## config.mk

```make
export PLATFORM = sky130hd
export DESIGN_NAME = tdc_ro_meas_sequencer
export DESIGN_NICKNAME = d
export VERILOG_FILES = /design/src/rtl/tdc_ro_meas_sequencer.sv
export SDC_FILE = /design/constraint.sdc
export NUM_CORES = 1
export LEC_CHECK = 0
export ABC_AREA = 1
export CORE_MARGIN = 2
export CORE_UTILIZATION = 51
export DETAILED_ROUTE_END_ITERATION = 10
export MAX_ROUTING_LAYER = met4
export PLACE_DENSITY = 0.75
export SLEW_MARGIN = 15
export SYNTH_ARGS = -nofsm -noshare
export SYNTH_HDL_FRONTEND = slang
export SYNTH_SLANG_ARGS = --single-unit
```

## constraint.sdc

```tcl
create_clock -name clk -period 1.9 [get_ports clk]
set_clock_uncertainty 0.2 [all_clocks]
set_input_delay 0.38 -clock clk [delete_from_list [all_inputs] [get_ports clk]]
set_output_delay 0.38 -clock clk [all_outputs]
set_load 0.05 [all_outputs]
```

## src/rtl/tdc_ro_meas_sequencer.sv

```systemverilog
// Sensor measurement sequencer: one TDC capture or one gated RO edge count per stage,
// with mode 2'b11 chaining TDC -> RO1 -> RO2; results leave on a valid/ready port.
module tdc_ro_meas_sequencer #(
   parameter int SETTLE_CYCLES = 4,
   parameter int WIN_CYCLES    = 256,
   parameter int CNT_W         = 16
) (
   input  logic             clk,
   input  logic             rst,
   input  logic             start_i,
   input  logic [1:0]       mode_i,
   output logic             busy_o,
   output logic             tdc_start_o,
   input  logic [7:0]       tdc_code_i,
   output logic [1:0]       ro_en_o,
   input  logic [1:0]       ro_tap_i,
   output logic             res_valid_o,
   input  logic             res_ready_i,
   output logic [1:0]       res_tag_o,
   output logic [CNT_W-1:0] res_data_o,
   output logic             res_sat_o
);

   localparam int TMR_MAX = (SETTLE_CYCLES > WIN_CYCLES) ? SETTLE_CYCLES : WIN_CYCLES;
   localparam int TMR_W   = $clog2(TMR_MAX + 1);
   localparam logic [CNT_W-1:0] CNT_MAX = '1;

   typedef enum logic [2:0] {IDLE, TDC_LAUNCH, TDC_SETTLE, RO_WARM, RO_COUNT, OUT} state_t;

   state_t           state_q, state_d;
   logic [1:0]       mode_q, mode_d;
   logic             busy_q, busy_d;
   logic             tdc_start_q, tdc_start_d;
   logic [1:0]       ro_en_q, ro_en_d;
   logic             ro_sel_q, ro_sel_d;
   logic [TMR_W-1:0] tmr_q, tmr_d;
   logic [2:0]       sync_q, sync_d;
   logic [CNT_W-1:0] cnt_q, cnt_d;
   logic             sat_q, sat_d;
   logic             res_valid_q, res_valid_d;
   logic [1:0]       res_tag_q, res_tag_d;
   logic [CNT_W-1:0] res_data_q, res_data_d;
   logic             res_sat_q, res_sat_d;

   logic             tap_sel, ro_edge, ro_go, ro_go_sel;
   logic [CNT_W-1:0] cnt_nxt;
   logic             sat_nxt;

   function automatic logic [3:0] popcnt8(input logic [7:0] v);
      logic [3:0] s;
      s = '0;
      for (int i = 0; i < 8; i++) s = s + {3'b000, v[i]};
      return s;
   endfunction

   assign tap_sel = ro_sel_q ? ro_tap_i[1] : ro_tap_i[0];
   assign ro_edge = sync_q[1] & ~sync_q[2];

   always_comb begin
      state_d     = state_q;
      mode_d      = mode_q;
      busy_d      = busy_q;
      tdc_start_d = 1'b0;
      ro_en_d     = ro_en_q;
      ro_sel_d    = ro_sel_q;
      tmr_d       = tmr_q;
      sync_d      = sync_q;
      cnt_d       = cnt_q;
      sat_d       = sat_q;
      res_valid_d = res_valid_q;
      res_tag_d   = res_tag_q;
      res_data_d  = res_data_q;
      res_sat_d   = res_sat_q;
      ro_go       = 1'b0;
      ro_go_sel   = 1'b0;

      // sat marks an edge that arrived while the counter was already pinned at max
      cnt_nxt = cnt_q;
      sat_nxt = sat_q;
      if (ro_edge) begin
         if (cnt_q == CNT_MAX) sat_nxt = 1'b1;
         else                  cnt_nxt = cnt_q + CNT_W'(1);
      end

      case (state_q)
         IDLE: if (start_i) begin
            mode_d = mode_i;
            busy_d = 1'b1;
            case (mode_i)
               2'b01:   ro_go = 1'b1;
               2'b10:   begin ro_go = 1'b1; ro_go_sel = 1'b1; end
               default: begin state_d = TDC_LAUNCH; tdc_start_d = 1'b1; end
            endcase
         end
         TDC_LAUNCH: begin
            state_d = TDC_SETTLE;
            tmr_d   = TMR_W'(SETTLE_CYCLES - 1);
         end
         TDC_SETTLE: begin
            if (tmr_q == '0) begin
               state_d     = OUT;
               res_valid_d = 1'b1;
               res_tag_d   = 2'b00;
               res_data_d  = CNT_W'(popcnt8(tdc_code_i));
               res_sat_d   = 1'b0;
            end else tmr_d = tmr_q - TMR_W'(1);
         end
         RO_WARM: begin
            sync_d = {sync_q[1:0], tap_sel};
            if (tmr_q == '0) begin
               state_d = RO_COUNT;
               tmr_d   = TMR_W'(WIN_CYCLES - 1);
            end else tmr_d = tmr_q - TMR_W'(1);
         end
         RO_COUNT: begin
            sync_d = {sync_q[1:0], tap_sel};
            cnt_d  = cnt_nxt;
            sat_d  = sat_nxt;
            if (tmr_q == '0) begin
               state_d     = OUT;
               ro_en_d     = 2'b00;
               res_valid_d = 1'b1;
               res_tag_d   = ro_sel_q ? 2'b10 : 2'b01;
               res_data_d  = cnt_nxt;
               res_sat_d   = sat_nxt;
            end else tmr_d = tmr_q - TMR_W'(1);
         end
         OUT: if (res_ready_i) begin
            res_valid_d = 1'b0;
            if (mode_q == 2'b11 && res_tag_q == 2'b00) ro_go = 1'b1;
            else if (mode_q == 2'b11 && res_tag_q == 2'b01) begin
               ro_go     = 1'b1;
               ro_go_sel = 1'b1;
            end else begin
               state_d = IDLE;
               busy_d  = 1'b0;
            end
         end
         default: state_d = IDLE;
      endcase

      if (ro_go) begin
         state_d  = RO_WARM;
         ro_sel_d = ro_go_sel;
         ro_en_d  = ro_go_sel ? 2'b10 : 2'b01;
         tmr_d    = TMR_W'(1);
         sync_d   = '0;
         cnt_d    = '0;
         sat_d    = 1'b0;
      end
   end

   always_ff @(posedge clk or posedge rst) begin
      if (rst) begin
         state_q     <= IDLE;
         mode_q      <= '0;
         busy_q      <= 1'b0;
         tdc_start_q <= 1'b0;
         ro_en_q     <= '0;
         ro_sel_q    <= 1'b0;
         tmr_q       <= '0;
         sync_q      <= '0;
         cnt_q       <= '0;
         sat_q       <= 1'b0;
         res_valid_q <= 1'b0;
         res_tag_q   <= '0;
         res_data_q  <= '0;
         res_sat_q   <= 1'b0;
      end else begin
         state_q     <= state_d;
         mode_q      <= mode_d;
         busy_q      <= busy_d;
         tdc_start_q <= tdc_start_d;
         ro_en_q     <= ro_en_d;
         ro_sel_q    <= ro_sel_d;
         tmr_q       <= tmr_d;
         sync_q      <= sync_d;
         cnt_q       <= cnt_d;
         sat_q       <= sat_d;
         res_valid_q <= res_valid_d;
         res_tag_q   <= res_tag_d;
         res_data_q  <= res_data_d;
         res_sat_q   <= res_sat_d;
      end
   end

   assign busy_o      = busy_q;
   assign tdc_start_o = tdc_start_q;
   assign ro_en_o     = ro_en_q;
   assign res_valid_o = res_valid_q;
   assign res_tag_o   = res_tag_q;
   assign res_data_o  = res_data_q;
   assign res_sat_o   = res_sat_q;

endmodule

```

==> results.md, run 1 <==
* Capturing element type of the critical path: register
* Mapped Area at 0.00348 mm²
* Sequential Power Share at 0.269
* Area Overhead vs Synth at 39.6%
* Cell count after placement at 596
* Tcrit/Tclk final at 1.51
* Initial DRT Pass Iterations at 5
* Total DRC errors in the routed layout at 0
* Failing checks: setup timing
* Most used DFF post-synth: dfrtp_1
* Fraction of registers with async set or reset after synthesis at 1.00
* Cell types with the largest area share after synthesis: dfrtp_1, nand2_1, inv_1
* Fraction of final layout cells with drive strength greater than 1 at 0.344
* Antenna violations before repair at 0
* Slack of the worst reg-to-reg path at -0.12 ns
* Synth warnings at 0
* Worst Tran Pin Value at 0.494 ns
* Number of nets in the synthesized netlist at 475
* Critical Path Fanout Max at 2
* Final GP Congestion at 0.869
* Arrival time at the worst endpoint at 2.91 ns
* Clk pin slew, worst setup/hold paths at 0.06 ns
* Cell occurring most often along the worst timing path: fa_1
* Die height at 86.7 µm
* Critical path's top delay family: adder cells
* Die area at 0.00751 mm²
* Vias per Instance at 5.38
* Most frequent standard cell in the layout excluding fill and tap cells: nand2_1
* CTS tree: yes
* Worst endpoint required time at 1.93 ns
* H-tree Lvls at 3
* LEAKAGE at 2.49 nW
* Post-synth EDFFs at 0
* Clock latency of the later-clocked register in the worst-skew pair at 0.35 ns
* Distinct cell type count of the synthesized netlist at 38
* Most frequent cells in the layout: nand2_1, buf_4, dfrtp_1
* Proportion of netlist area held by the largest area contributor at 0.424
* Average cell area after synthesis at 7.76 µm²
* PD cells at 1630 mW/mm²
* Sum of net half-perimeters after detailed placement at 5.93 mm
* Core Area at 0.00672 mm²
* Wire length reported by the detailed router at 9.35 mm
* Largest stage delay on the critical path at 0.53 ns
* Min Clock Period, post-route at 2.88 ns
* Worst hold slack across all endpoints at 0.258 ns
* Post-DRT Antenna Nets at 0
* Hold Path Class: in2reg
* GR Overflow Total at 0
* Mapped Cells at 449
* Total negative setup slack at -4.75 ns
* Final critical-path setup slack at -0.975 ns
* CP Class: in2reg
* Final-report hold violation count at 0
* Net switching fraction of the power at 0.467
* Count of final setup violators at 32
* Via total after detailed routing at 3,386
* Setup repair after global routing missed its margin: true
* I/O Buffers at 39
* Result of the run: complete, but fails checks
* Fmax at 348 MHz
* Slowest-stage cell, CP: fa_1
* Category of the worst setup path launch point: primary input
* Bufs on Longest Clock Path at 2
* Number of I/O pins at 40
* Root Buffer Master: clkbuf_8
* Initial DRC count at 168
* Sw power at 0.00371 W
* Maximum vdd drop at 0.988 mV
* Critical path, cell by cell: buf_6 > fa_1 > inv_1 > fa_1 > fa_1 > inv_2 > ha_4 > inv_2 > fa_2 > xnor2_2 > a21oi_2 > a21oi_2
* Average detailed-routed wire length per instance at 14.9 µm
* Pins Over Slew Limit at 0
* Largest area contributor in the synthesized netlist: dfrtp_1
* Number of global-route vias before repair at 3,348
* Diode count at 0
* Die extent in x at 86.7 µm
* Combinational cell fraction of total power at 0.578
* Relative slew slack at 0.668
* Worst path bufs/invs at 4
* Yosys reg bits at 59
* Share of synthesized area occupied by flip-flops and latches at 0.424
* Final non-filler cell total at 629
* Number of buffers inserted by hold repair at cts at 0
* Count of max-cap constraint violations at 0
* Std cell rows at 30
* Global-route wire length before repair at 14.8 mm
* Largest net degree at the start of global routing at 60
* Cts bufs inserted at 9
* Initial cell density of the core at 0.519
* GRT Util Overall at 0.258
* TritonCTS Sinks at 59
* Final net count at 570
* Part of the power in the clock network at 0.152
* Internal at 0.00424 W
## cell usage after synthesis, types with 4 or more instances
cell type / count
a21oi_1: 10
buf_2: 4
dfrtp_1: 59
fa_1: 4
ha_1: 6
inv_1: 59
inv_2: 4
nand2_1: 136
nand2_2: 5
nand3_1: 44
nand4_1: 11
nor2_1: 26
o21ai_0: 17
o21ai_1: 9
o21ai_2: 12
or2_2: 4
xor2_1: 8
## cells by family (layout without fill, tap and decap cells)
| group | Yosys count | after routing | synth area share |
|---|---|---|---|
| simple gates | 242 | 243 | 0.321 |
| mux | 2 | 2 | 0.00646 |
| fa+ha+maj | 10 | 10 | 0.0445 |
| compound gates | 54 | 54 | 0.0944 |
| flops | 59 | 59 | 0.424 |
| xor+xnor | 9 | 9 | 0.0226 |
| buf+inv | 73 | 172 | 0.0876 |
## sequential cells by signal, indices dropped and copies added (netlist names)
name and count:
mode_q 2, sync_q 3, ro_en_o 2, res_tag_o 2
sat_q 1, res_valid_o 1, busy_o 1, tmr_q 9
res_data_o 16, res_sat_o 1, cnt_q 16, state_q 3
ro_sel_q 1, tdc_start_o 1
## routing by layer
metal | routed length (µm) | vias to the layer above | global-route usage
met3 | 444 | 32 | 0.0400
met1 | 3690 | 1622 | 0.307
met4 | 356 | 0 | 0.114
li1 | - | 1631 | -
met5 | 0 | - | -
met2 | 4860 | 101 | 0.432
## power groups by stage
stage,clock (W),sequential [W],combinational (W)
detailed placement,0,0.00210,0.00364
global route,0.00129,0.00219,0.00500
CTS,0.00122,0.00209,0.00394
global placement,0,0.00208,0.00352
floorplan,0,0.00260,0.00202
finish,0.00121,0.00214,0.00459
## final timing paths
check | startpoint | endpoint | cells after the start
max in group asynchronous | rst | state_q[1] | 3
max reg2reg | tmr_q[0] | res_data_o[2] | 8
min reg2reg | res_valid_o | res_valid_o | 2
max | tdc_code_i[0] | res_data_o[2] | 12
min | mode_i[0] | mode_q[0] | 3
min in group asynchronous | rst | res_valid_o | 3
## stage by stage
| stage | area [µm²] | worst slack (ns) | utilization | total power (W) |
|---|---|---|---|---|
| floorplan | 3490 | -1.18 | - | 0.00462 |
| global route | 4860 | -1.07 | 0.724 | 0.00848 |
| finish | 4860 | -0.975 | 0.724 | 0.00794 |
| global placement | 4180 | -1.69 | 0.622 | 0.00560 |
| detailed placement | 4180 | -1.77 | 0.622 | 0.00574 |
| CTS | 4540 | -1.02 | 0.675 | 0.00726 |
## repair_timing
item,CTS,global route
gates cloned,1,3
pin swaps,16,28
buffers inserted,7,7
hold endpoints to repair,0,0
resized for setup,42,66
setup endpoints to repair,20,43
## area by class of cell
type	instances	area [µm²]
Timing Repair Buffer	91	838
Fill cell	504	1850
Inverter	65	258
Multi-Input combinational cell	318	1980
Tap cell	80	100
Clock inverter	1	30.0
Sequential cell	59	1480
Clock buffer	15	176
## worst register-to-register path, stage by stage, from the launching register on
cell and delay (ns):
dfrtp_1 0.40, inv_2 0.09, ha_4 0.14, nand3b_1 0.21, nor3_4 0.30, nand2_4 0.18, buf_12 0.19, a21oi_2 0.12
a21oi_2 0.07
(Power assumes the default switching activity.)
==> inputs of run 2 (changes only) <==
--- a/config.mk
+++ b/config.mk
@@ -6,6 +6,7 @@
 export NUM_CORES = 1
 export LEC_CHECK = 0
 export ABC_AREA = 1
+export CAP_MARGIN = 20
 export CORE_MARGIN = 2
 export CORE_UTILIZATION = 51
 export DETAILED_ROUTE_END_ITERATION = 10
==> results of run 2 <==
Same layout as run 1: the final DEF is identical, and so are final timing and power.
